### src/rtl/gsim_x_collector_if.sv
// Solver-to-collector word stream plus the collector's valid/ready output stream.
interface gsim_x_collector_if #(
  parameter int IDX_W = 4
);
  logic             x_valid;
  logic [31:0]      x_in;
  logic             o_ready;
  logic             o_valid;
  logic [15:0]      o_data;
  logic [IDX_W-1:0] o_idx;
  logic             o_last;

  modport master (
    output x_valid, x_in, o_ready,
    input  o_valid, o_data, o_idx, o_last
  );

  modport slave (
    input  x_valid, x_in, o_ready,
    output o_valid, o_data, o_idx, o_last
  );
endinterface

### src/rtl/gsim_x_collector.sv
// Buffers one Q16.16 solver frame as rounded int16 and drains it over valid/ready; o_valid rises the
// cycle after the last word is stored, holds under backpressure. GSIM_COLLECT_CHECKSUM_EN appends a sum beat.
module gsim_x_collector #(
  parameter int N_VAR = 16,
  parameter int IDX_W = 4
) (
  input  logic                 clk,
  input  logic                 reset,
  gsim_x_collector_if.slave    bus,
  output logic                 busy,
  output logic                 overflow
);
  localparam logic [1:0] S_IDLE    = 2'd0;
  localparam logic [1:0] S_COLLECT = 2'd1;
  localparam logic [1:0] S_DRAIN   = 2'd2;

  localparam logic [IDX_W-1:0] LAST_IDX = IDX_W'(N_VAR - 1);
  localparam logic [IDX_W-1:0] ONE      = IDX_W'(1);

  logic [1:0]       state;
  logic [IDX_W-1:0] wcnt;
  logic [IDX_W-1:0] rcnt;
  logic [15:0]      frame_q [N_VAR];

  logic signed [32:0] t;
  logic signed [16:0] q;
  logic [15:0]        x_rnd;
  logic               drain;
  logic               wr_en;
  logic               xfer;
  logic               last_beat;
  logic               adv;
  logic [15:0]        beat_data;

  // Round half up, then clamp the 17-bit quotient into int16 range.
  always_comb begin
    t = $signed({bus.x_in[31], bus.x_in}) + 33'sh0_0000_8000;
    q = 17'(t >>> 16);
    if (!q[16] && q[15]) begin
      x_rnd = 16'h7fff;
    end else if (q[16] && !q[15]) begin
      x_rnd = 16'h8000;
    end else begin
      x_rnd = q[15:0];
    end
  end

  assign drain = (state == S_DRAIN);
  assign wr_en = bus.x_valid && !drain;
  assign xfer  = drain && bus.o_ready;
  assign busy  = (state != S_IDLE);

`ifdef GSIM_COLLECT_CHECKSUM_EN
  logic [15:0] csum;
  logic        csum_beat;

  assign last_beat = csum_beat;
  // rcnt parks on the final index while the checksum beat goes out.
  assign adv       = (rcnt != LAST_IDX);
  assign beat_data = csum_beat ? csum : frame_q[rcnt];

  always_ff @(posedge clk) begin
    if (reset) begin
      csum      <= '0;
      csum_beat <= 1'b0;
    end else begin
      if (wr_en) begin
        csum <= (state == S_IDLE) ? x_rnd : csum + x_rnd;
      end
      if (xfer) begin
        csum_beat <= (rcnt == LAST_IDX) && !csum_beat;
      end
    end
  end
`else
  assign last_beat = (rcnt == LAST_IDX);
  assign adv       = 1'b1;
  assign beat_data = frame_q[rcnt];
`endif

  assign bus.o_valid = drain;
  assign bus.o_idx   = rcnt;
  assign bus.o_data  = drain ? beat_data : 16'h0000;
  assign bus.o_last  = drain && last_beat;

  always_ff @(posedge clk) begin
    if (wr_en) begin
      frame_q[wcnt] <= x_rnd;
    end
  end

  always_ff @(posedge clk) begin
    if (reset) begin
      state    <= S_IDLE;
      wcnt     <= '0;
      rcnt     <= '0;
      overflow <= 1'b0;
    end else begin
      case (state)
        S_IDLE: begin
          if (bus.x_valid) begin
            state <= S_COLLECT;
            wcnt  <= ONE;
          end
        end
        S_COLLECT: begin
          if (bus.x_valid) begin
            if (wcnt == LAST_IDX) begin
              state <= S_DRAIN;
              wcnt  <= '0;
            end else begin
              wcnt <= wcnt + ONE;
            end
          end
        end
        S_DRAIN: begin
          // Words arriving now are dropped; only the sticky flag records them.
          if (bus.x_valid) begin
            overflow <= 1'b1;
          end
          if (bus.o_ready) begin
            if (last_beat) begin
              state <= S_IDLE;
              rcnt  <= '0;
            end else if (adv) begin
              rcnt <= rcnt + ONE;
            end
          end
        end
        default: state <= S_IDLE;
      endcase
    end
  end
endmodule

### src/flat_wrapper.sv
// flat-port wrapper written by rule: the top's interface ports become plain ports
module gsim_x_collector_flat 
#(
  parameter int N_VAR = 16,
  parameter int IDX_W = 4
)
  (clk, reset, busy, overflow, bus_x_valid, bus_x_in, bus_o_ready, bus_o_valid, bus_o_data, bus_o_idx, bus_o_last);
  gsim_x_collector_if #(.IDX_W(IDX_W)) bus_i ();
  input  logic clk;
  input  logic reset;
  output logic busy;
  output logic overflow;
  input wire logic [$bits(bus_i.x_valid)-1:0] bus_x_valid;
  input wire logic [$bits(bus_i.x_in)-1:0] bus_x_in;
  input wire logic [$bits(bus_i.o_ready)-1:0] bus_o_ready;
  output wire logic [$bits(bus_i.o_valid)-1:0] bus_o_valid;
  output wire logic [$bits(bus_i.o_data)-1:0] bus_o_data;
  output wire logic [$bits(bus_i.o_idx)-1:0] bus_o_idx;
  output wire logic [$bits(bus_i.o_last)-1:0] bus_o_last;
  assign bus_i.x_valid = bus_x_valid;
  assign bus_i.x_in = bus_x_in;
  assign bus_i.o_ready = bus_o_ready;
  assign bus_o_valid = bus_i.o_valid;
  assign bus_o_data = bus_i.o_data;
  assign bus_o_idx = bus_i.o_idx;
  assign bus_o_last = bus_i.o_last;
  gsim_x_collector #(.N_VAR(N_VAR), .IDX_W(IDX_W)) u_core (.clk(clk), .reset(reset), .bus(bus_i), .busy(busy), .overflow(overflow));
endmodule
### config.mk
export PLATFORM = sky130hd
export DESIGN_NAME = gsim_x_collector_flat
export DESIGN_NICKNAME = d
export VERILOG_FILES = /design/src/rtl/gsim_x_collector_if.sv /design/src/rtl/gsim_x_collector.sv /design/src/flat_wrapper.sv
export SDC_FILE = /design/constraint.sdc
export NUM_CORES = 1
export LEC_CHECK = 0
export ABC_AREA = 1
export CAP_MARGIN = 20
export CORE_UTILIZATION = 58
export CTS_CLUSTER_DIAMETER = 30
export DETAILED_ROUTE_END_ITERATION = 10
export GPL_ROUTABILITY_DRIVEN = 0
export PLACE_DENSITY = 0.79
export RECOVER_POWER = 50
export SETUP_SLACK_MARGIN = 0.5
export SYNTH_ARGS = -nofsm -noshare
export SYNTH_HDL_FRONTEND = slang
export SYNTH_SLANG_ARGS = --single-unit
### constraint.sdc
create_clock -name clk -period 4.3 [get_ports clk]
set_clock_uncertainty 0.1 [all_clocks]
set_input_delay 1.29 -clock clk [delete_from_list [all_inputs] [get_ports clk]]
set_output_delay 1.29 -clock clk [all_outputs]
set_load 0.005 [all_outputs]
==> impl_results.md <==
* Avg WL per Cell at ~20 µm
* Failing checks: max-capacitance violations, max-slew violations
* CTS Buffer Depth at 3
* Die Ht at ~150 µm
* Clock buffer count from CTS at 40
* Core Area at a little over 20,000 µm²
* Cell area after synthesis at about 12,000 µm²
* Initial Utilization at 0.5938
* CTS tree: built
* Cell Int Power at ~0.0050 W
* Gate power share at 0.027
* Yosys reg bits at between 200 and 300
* Vias at 8,997
* Setup tns final at 0 ns
* CP Cell Sequence: clkinv_4 > buf_12 > nand2_1 > nand2_1 > nand2_1 > nand3_1 > nand3_1 > a21oi_2 > clkdlybuf4s50_1
* Post-synth EDFFs at about 260
* Crit start category: register
* Row Count at 52
* VDD IR max at approximately 0.28 mV
* # H-tree levels at 2
* CP required at roughly 2.9 ns
* Clock slew at reported path FFs at roughly 0.050 ns
* Via/cell ratio at approximately 5.7
* Syn nets at 1,241
* Tcrit/Tclk final at 0.8790
* Initial drt markers at about 1,100
* Slew Limit Fails at approximately 50
* Yosys synthesis warning count at 0
* Max_cap viols at 3
* Final setup viols at 0
* Design area at 14,470 µm²
* Tightest Pin Transition at 1.539 ns
* Yosys cell types at 35
* Detailed placement HPWL at between 15,000 and 20,000 µm
* Root buffer cell: clkbuf_16
* Compound-gate portion of the synthesized area at 0.01526
* Ports at 60
* Syn Inst Count at between 1,000 and 1,500
* # nets final at 1,324
* Main combinational cell family by area after synthesis: simple AND/OR/NAND/NOR gates
* Num Clock Sinks at between 200 and 300
* Pwr per Cell Area at 435.3 nW/µm²
* Leakage at ~6 nW
* Post-Synth Simple-Gate Area at 0.2353
* Final min period at ~3.8 ns
* Layout cell share with drive strength beyond 1 at 0.1082
* Clock share of power at 0.507
* Fmax at ~0.26 GHz
* Multiplexer share of the synthesized area at 0
* Status: finished, violations left
* Total track usage at 0.3022
* Top cells by area, synth: edfxtp_1 64%, nand2_1 13%, nand3_1 7.1%
* CP arrival at 2.39 ns
* Post-synth top area cell: edfxtp_1
* Chip Width at 146.2 µm
* Largest net degree at the start of global routing at 65
* Worst Hold Class: register to register
* Seq pwr share at 0.466
* Top Family by Delay on Critical Path: buffers and inverters
* Sw Ratio at 0.2072
* Commonest cells post-synth: 431 x nand2_1, 256 x edfxtp_1, 171 x nand3_1, 156 x inv_1, 33 x buf_2
* Crit. End Element: output port
* Final hold violations at 0
* Post-synth ARST share at 0
* Initial antenna violation count at 0
* Placed Area at ~13,000 µm²
* Main synth FF type: edfxtp_1
* Drt drc at 0
* Post-route antenna net violation count at 0
* First-pass GRT wire length at approximately 48,000 µm
* Port Buffers at between 40 and 50
* RSZ-0062 raised after global routing: true
* Worst relative slew slack at -0.02612
* Die area at approximately 21,000 µm²
* CP Class: register to output port
* Seq/Total Area, Yosys at 0.6627
* Most common cell in the synthesized netlist: nand2_1
* R2R setup slack at between 1.5 and 2 ns
* Synth Area in Adders at 0.006228
* Post-synth top area share at 0.6377
* DRT Pass-1 Iters at 5
* WP buf/inv at 3
* Clk Latency, worst-skew pair at ~0.5 ns
* Psw at between 0.001 and 0.0015 W
* CP max stage delay at around 0.53 ns
* Diode count at 0
* GRT overflow at 0
* Synthesis-to-layout area growth at 20.03%
* Top cell by count, worst path: nand2_1
* Critical-path top delay cell: clkdlybuf4s50_1
* Synth Area per Inst at 10.05 µm²
* Vias in the first global route at a little under 9,000
* XOR/XNOR Fraction of Synth Area at 0.01017
* WL final at approximately 32,000 µm
* Critical Path Fanout Max at 43
==> final cells by class <==
type | instances | area, µm²
Timing Repair Buffer | 95 | 938.4
Fill cell | 1318 | 5831
Multi-Input combinational cell | 716 | 3271
Sequential cell | 271 | 7993
Inverter | 158 | 606.8
Clock inverter | 24 | 260.3
Clock buffer | 48 | 1062
Tap cell | 270 | 337.8
==> what timing repair did <==
item                                    4_1_cts  5_1_grt
cloned                                        4        1
pin swaps                                     4        4
setup buffers                                 6        4
endpoints found under the setup margin       16       11
hold buffers                                  0        0
endpoints found under the hold margin         0        0
gates resized for setup                      24       13
==> registers in the layout, indices dropped and copies added (netlist names), named ones only <==
name	count
u_core.overflow	1
u_core.state	2
u_core.frame_q	256
u_core.bus.o_idx	4
u_core.wcnt	4
==> power by group through the flow <==
stage	clock network (W)	registers, W	logic, W
floorplan	0	0.00299	0.0000925
global placement	0	0.00299	0.000157
detailed placement	0	0.00299	0.000163
CTS	0.00320	0.00294	0.000166
global route	0.00330	0.00294	0.000180
finish	0.00320	0.00294	0.000167
==> metrics by stage <==
step | power, W | worst slack, ns | hold slack, ns | utilization | instances
6_report | 0.006299 | 0.5205 | 0.3924 | 0.7128 | 1582
5_1_grt | 0.006421 | 0.4328 | 0.4247 | 0.7128 | 1582
4_1_cts | 0.006297 | 0.4706 | 0.4001 | 0.7136 | 1577
3_5_place_dp | 0.003151 | 0.5336 | 0.3853 | 0.6374 | 1495
3_3_place_gp | 0.003144 | 0.5432 | 0.3859 | 0.6374 | 1495
2_1_floorplan | 0.003079 | 1.026 | 0.3642 | - | 1199
==> final timing paths <==
| check | start | end | depth (start not counted) |
|---|---|---|---|
| hold reg to reg | u_core.overflow | u_core.overflow | 1 |
| setup / recovery | register | bus_o_data[14] | 9 |
| hold / removal | u_core.overflow | u_core.overflow | 1 |
| setup reg to reg | u_core.state[0] | u_core.frame_q[14][9] | 5 |
==> cells in the final DEF (no fill, tap or decap), types with 10 or more instances in the layout <==
cell	count
nand2_1	432
edfxtp_1	256
nand3_1	171
inv_1	154
clkbuf_16	42
clkdlybuf4s50_1	27
clkbuf_1	23
buf_4	22
nor2_1	20
dfxtp_1	13
a21oi_1	12
nor2_2	10
nand2_2	10
xor2_1	10
a21oi_2	10
==> routing by layer <==
| layer | global-route usage | vias up | wire, µm |
|---|---|---|---|
| met5 | 0 | - | 0 |
| met4 | 0.1880 | 0 | 1597 |
| met3 | 0.04594 | 129 | 3699 |
| met2 | 0.4986 | 628 | 15320 |
| met1 | 0.3771 | 4141 | 11290 |
| li1 | - | 4099 | - |
==> worst reg2reg max path, delay by kind of cell, from the launching register on <==
| kind | cells | cell delay [ns] |
|---|---|---|
| buffers and inverters | 1 | 1.13 |
| and+or+nand+nor | 4 | 0.65 |
| DFF | 1 | 0.44 |
==> cells by family after synthesis <==
family,after synthesis
buffers and inverters,212
flip-flops,271
adder cells (fa/ha/maj),6
XOR/XNOR,14
AO/OA/AOI/OAI,33
AND/OR/NAND/NOR,663
Note: power is estimated with default switching activity, not from simulation.
==> variant 1 (config.mk and constraints unchanged) <==
`N_VAR` is set to 16 in 2 places; all go to 32.
--- a/src/rtl/gsim_x_collector.sv
+++ b/src/rtl/gsim_x_collector.sv
@@ -1,7 +1,7 @@
 // Buffers one Q16.16 solver frame as rounded int16 and drains it over valid/ready; o_valid rises the
 // cycle after the last word is stored, holds under backpressure. GSIM_COLLECT_CHECKSUM_EN appends a sum beat.
 module gsim_x_collector #(
-  parameter int N_VAR = 16,
+  parameter int N_VAR = 32,
   parameter int IDX_W = 4
 ) (
   input  logic                 clk,
--- a/src/flat_wrapper.sv
+++ b/src/flat_wrapper.sv
@@ -1,7 +1,7 @@
 // flat-port wrapper written by rule: the top's interface ports become plain ports
 module gsim_x_collector_flat 
 #(
-  parameter int N_VAR = 16,
+  parameter int N_VAR = 32,
   parameter int IDX_W = 4
 )
   (clk, reset, busy, overflow, bus_x_valid, bus_x_in, bus_o_ready, bus_o_valid, bus_o_data, bus_o_idx, bus_o_last);
Behaviour: same outputs for any inputs over 10 cycles, from zero or initial values and one cycle with reset high; that may be too few to reach the edited logic, so the function may still have changed.
==> variant 1 against the unedited design <==
- routed wire length grew 5.5%
- critical endpoint is now bus_o_data[5]
- area after synthesis is 0.10% lower
- worst setup slack worse by 0.017 ns
- sequential cell count did not move
- die area down 0.10%
- non-clock buffer count increased by 4
- sequential power hardly changed
- final area up 1.1%
- maximum frequency shrank 0.44%
- total power up 2.7%
==> variant 1: results (changes against the unedited design) <==
stage;metric;value;unit;change
global_routing;grt_usage;31.9;%;was 30.2%
place;port_buffers;44;;unchanged
global_routing;antenna_found_initial;2;;was 0
setup_path;cp_slowest_cell;clkdlybuf4s50_1;;unchanged
power;switchingPower;1.33;mW;was 1.31 mW
global_routing;grt_pass1_vias;9332;;was 8746
clocking;root_buffer;clkbuf_16;;unchanged
synthesis;synth.avg_cell_area;10.1;um^2;about the same
route;route.final.wire_length;33700;um;was 31900 um
synthesis;syn-num-nets;1239;;was 1241
setup_path;crit_family;buffers and inverters;;unchanged
final_layout;nets;1329;;was 1324
synthesis;synth_area_leaders;edfxtp_1 (64%), nand2_1 (13%), nand3_1 (7.1%), inv_1 (4.8%), dfxtp_1 (2.5%);;was edfxtp_1 (64%), nand2_1 (13%), nand3_1 (7.1%), inv_1 (4.9%), dfxtp_1 (2.5%)
route;firstDrtPassIters;5;;unchanged
route;drtIter0Drc;1235;;was 1102
clocking;numCtsBuffers;42;;was 40
final_layout;drive_gt1_share;10.7;%;was 10.8%
place;hpwl;16900;um;was 15900 um
setup_path;critPathMaxStageDelay;0.54;ns;
synthesis;ys_types;35;;unchanged
synthesis;synth_common_cells;nand2_1 (433), edfxtp_1 (256), nand3_1 (172), inv_1 (154), buf_2 (31);;was nand2_1 (431), edfxtp_1 (256), nand3_1 (171), inv_1 (156), buf_2 (33)
synthesis;synth_ff_type;edfxtp_1;;unchanged
final_layout;insertedDiodeCount;0;;unchanged
power;peakVddDrop;331;uV;was 277 uV
global_routing;grt_start_max_net_pins;52;;was 65
final_layout;top_register;u_core.frame_q;;unchanged
place;placed_cells;1497;;was 1495
route;route.vias.total;9271;;was 8997
timing;worst_slew_pin_slew;1.44;ns;was 1.54 ns
run_status;outcome;finished clean;;was finished, violations left
clocking;htree_levels;2;;unchanged
timing;finalMaxSlewViolations;0;;was 51
clocking;cts_buffer_depth;3;;unchanged
setup_path;worst-path-max-fanout;26;;was 43
route;routed_via_density;5.85;;was 5.69
final_layout;largest_register_ffs;256;;unchanged
power;leakagePower;6.13;nW;was 6.05 nW
synthesis;yosys_warnings;0;;unchanged
synthesis;synth-edff-count;256;;unchanged
place;place_worst_setup_slack;0.548;ns;was 0.534 ns
synthesis;async_reset_ff_share;0;%;unchanged
clocking;clk_latency;0.52;ns;
global_routing;grt_pass1_wl;51000;um;was 47600 um
clocking;clk_pin_slew_worst_paths;0.05;ns;about the same
synthesis;ys_seq_area_share;66.3;%;about the same
worst_hold_path;hp-class;flip-flop to flip-flop;;unchanged
setup_path;arrival;2.41;ns;was 2.39 ns
## variant 1: changes by cell type in the layout (fill, tap and decap cells not counted), moves of 4 or more
cell             unedited run  this run
buf_4                      22        15
clkbuf_1                   23        28
clkdlybuf4s50_1            27        20
dlygate4sd2_1               5        13
dlymetal6s2s_1              6         2
nor2_1                     20        27
nor2_2                     10         6
## variant 1: through the flow
stage / hold slack [ns] / cell area [um^2]
after global placement: 0.360 / 12900
after floorplan: 0.364 / 12000
after detailed placement: 0.388 / 12900
final: 0.404 / 14600
after CTS: 0.411 / 14700
after global routing: 0.414 / 14600
## variant 1: path summary, 6_finish.rpt
kind / from / to / cells after the start / slack (ns)
max: flip-flop / bus_o_data[5] / 9 / 0.50
min reg2reg: u_core.overflow$_SDFFE_PP0P_ / u_core.overflow$_SDFFE_PP0P_ / 1 / 0.40
min: u_core.overflow$_SDFFE_PP0P_ / u_core.overflow$_SDFFE_PP0P_ / 1 / 0.40
max reg2reg: u_core.state[1]$_SDFFE_PP0P_ / u_core.frame_q[15][8]$_DFFE_PP_ / 6 / 1.57
## variant 1: routing by layer
layer / share of wire (%) / vias up / routed length (um) / track usage (%)
li1: - / 4100 / - / -
met1: 34 / 4303 / 11400 / 38.3
met2: 48 / 678 / 16200 / 53.0
met3: 12 / 186 / 4000 / 7.50
met4: 6.2 / 4 / 2080 / 18.8
met5: 0.10 / - / 34 / 0
## variant 1: cell type report
type                       instances  area [um^2]
sequential                       271         8000
timing repair buffer              99         1030
fill                            1318         5670
tap                              270          338
multi-input combinational        717         3270
inverter                         156          609
clock buffer                      49         1120
clock inverter                    23          269
## variant 1: power groups by stage
stage / combinational, mW / clock, mW / sequential (mW)
CTS: 0.169 / 3.34 / 2.94
floorplan: 0.0904 / 0 / 2.99
detailed placement: 0.165 / 0 / 2.99
global route: 0.183 / 3.48 / 2.94
global placement: 0.159 / 0 / 2.99
finish: 0.169 / 3.36 / 2.94
## variant 1: cell families (layout without fill, tap and decap cells)
kind of cell	after synthesis	after routing	synth area share (%)
fa+ha+maj	6	6	0.623
buf+inv	209	327	6.96
simple gates	664	664	23.5
xor+xnor	14	14	1.02
compound gates	33	33	1.52
flops	271	271	66.3
## variant 1: what timing repair did
item,CTS,global route
pin swaps,4,1
setup endpoints to repair,16,4
cloned,6,1
hold buffers,0,0
gates resized for setup,49,7
buffers inserted,8,1
==> variant 2 (config.mk and constraints unchanged) <==
Made on the original files. Put one more register stage on the output `overflow`, without a reset. The value now appears one clock later. The other outputs are not delayed to match.
--- a/src/rtl/gsim_x_collector.sv
+++ b/src/rtl/gsim_x_collector.sv
@@ -16,6 +16,8 @@
 
   localparam logic [IDX_W-1:0] LAST_IDX = IDX_W'(N_VAR - 1);
   localparam logic [IDX_W-1:0] ONE      = IDX_W'(1);
+
+  logic overflow_s0;
 
   logic [1:0]       state;
   logic [IDX_W-1:0] wcnt;
@@ -94,7 +96,7 @@
       state    <= S_IDLE;
       wcnt     <= '0;
       rcnt     <= '0;
-      overflow <= 1'b0;
+      overflow_s0 <= 1'b0;
     end else begin
       case (state)
         S_IDLE: begin
@@ -116,7 +118,7 @@
         S_DRAIN: begin
           // Words arriving now are dropped; only the sticky flag records them.
           if (bus.x_valid) begin
-            overflow <= 1'b1;
+            overflow_s0 <= 1'b1;
           end
           if (bus.o_ready) begin
             if (last_beat) begin
@@ -131,5 +133,9 @@
       endcase
     end
   end
+  always_ff @(posedge clk) begin
+    overflow <= overflow_s0;
+  end
+
 endmodule
 
Function: no difference found for any inputs over 10 cycles, from zero or initial values and one cycle with reset high; that may be too few to reach the edited logic, so the function may still have changed.
==> variant 2 against the unedited design <==
- the run still ends with capacitance limit, slew limit left
- die area is essentially flat
- sequential power is essentially flat
- routed wire length grew 3.1%
- area after synthesis is essentially flat
- sequential share of layout area shrank 0.78 points
- sequential cell count grew 1
- final area grew 1.7%
- critical path depth shrank 4
- worst setup slack lost 0.072 ns
- total power grew 4.3%
- first-iteration DRC count grew 16%
- via count grew 2.8%
- critical endpoint is now bus_o_data[0]
- largest power group unchanged
- highest routed layer unchanged
==> variant 2: results (changes against the unedited design) <==
stage;metric;value;unit;change
run_status;outcome;finished, violations left;;unchanged
run_status;violations;capacitance limit, slew limit;;unchanged
clocking;clk_latency;0.53;ns;was 0.51 ns
synthesis;synth_adder_area_share;0.623;%;about the same
place;placed_cell_area;13000;um^2;was 12900 um^2
final_layout;num-fill-cells;1312;;was 1318
synthesis;synth_common_cells;nand2_1 (447), edfxtp_1 (256), nand3_1 (172), inv_1 (152), buf_2 (33);;was nand2_1 (431), edfxtp_1 (256), nand3_1 (171), inv_1 (156), buf_2 (33)
route;routed_via_density;5.77;;was 5.69
clocking;clk_pin_slew_worst_paths;0.06;ns;
final_layout;insertedDiodeCount;0;;unchanged
synthesis;synthXorXnorAreaFrac;0.873;%;was 1.02%
synthesis;ys_types;32;;was 35
power;peakVddDrop;421;uV;was 277 uV
global_routing;grt_pass1_vias;9007;;was 8746
final_layout;drive_gt1_share;10.6;%;was 10.8%
run;maxCapViolCount;1;;was 3
timing;finalMaxSlewViolations;17;;was 51
synthesis;ys_seq_area_share;66.5;%;was 66.3%
global_routing;grt_pass1_wl;49000;um;was 47600 um
route;firstDrtPassIters;6;;was 5
global_routing;grt_usage;30.9;%;was 30.2%
route;wl_per_cell;20.5;um;was 20.2 um
global_routing;grt_start_max_net_pins;33;;was 65
timing;worst_slew_pin_slew;1.55;ns;was 1.54 ns
clocking;numCtsBuffers;42;;was 40
setup_path;worst-path-max-fanout;10;;was 43
setup_path;arrival;2.46;ns;was 2.39 ns
power;powerDensity;446;nW/um^2;was 435 nW/um^2
route;drtIter0Drc;1273;;was 1102
synthesis;synth-compound-area-share;1.62;%;was 1.53%
power;leakagePower;6.18;nW;was 6.05 nW
synthesis;syn-num-nets;1250;;was 1241
synthesis;synth_area_leaders;edfxtp_1 (64%), nand2_1 (14%), nand3_1 (7.1%), inv_1 (4.7%), dfxtp_1 (2.7%);;was edfxtp_1 (64%), nand2_1 (13%), nand3_1 (7.1%), inv_1 (4.9%), dfxtp_1 (2.5%)
place;hpwl;17100;um;was 15900 um
variant 2: changes by cell type after synthesis, moves of 2 or more:
cell,before,now
nor2_1,27,30
xor2_1,10,7
inv_1,156,152
nand2_1,431,447
nand2_2,11,5
o21bai_1,0,3
nor2_4,4,2
variant 2: repair_timing:
item / CTS / global route
endpoints found under the setup margin: 17 / 12
resized for setup: 36 / 10
setup buffers: 3 / 5
pin swaps: 5 / 5
cloned: 5 / 2
variant 2: area by class of cell:
class,count,area share [%]
clock buffers,49,7.46
clock inverters,28,2.41
multi-input cells,728,22.1
repair buffers,101,7.19
flip-flops and latches,272,54.5
well taps,270,2.30
inverters,154,4.09
variant 2: final timing paths:
check	from	to	slack, ns	cells after the start
worst min-delay path	u_core.overflow_s0$_SDFFE_PP0P_	u_core.overflow$_DFF_P_	0.25	0
worst min register to register	u_core.overflow_s0$_SDFFE_PP0P_	u_core.overflow$_DFF_P_	0.25	0
worst max register to register	u_core.state[1]$_SDFFE_PP0P_	u_core.frame_q[12][11]$_DFFE_PP_	1.50	6
worst max-delay path	flip-flop	bus_o_data[0]	0.45	5
variant 2: worst reg2reg max path, delay by kind of cell, from the launching register on:
family | cells | cell delay, ns
buffers and inverters | 2 | 0.87
DFF | 1 | 0.31
and+or+nand+nor | 4 | 1.13
variant 2: report_power, final:
group	switching (mW)	internal [mW]
Clock	1.20	2.26
Sequential	0.00790	2.94
Combinational	0.122	0.0448
variant 2: layer usage:
layer	track usage (%)	wire, um
met2	51.4	16000
met3	5.75	3630
met5	0	0
met4	15.9	1460
met1	39.0	11800
variant 2: metrics by stage:
step,total power [mW],cells,worst slack (ns)
floorplan,3.08,1208,1.03
global placement,3.15,1510,0.489
detailed placement,3.16,1510,0.386
CTS,6.56,1595,0.460
global route,6.71,1602,0.399
finish,6.57,1602,0.448
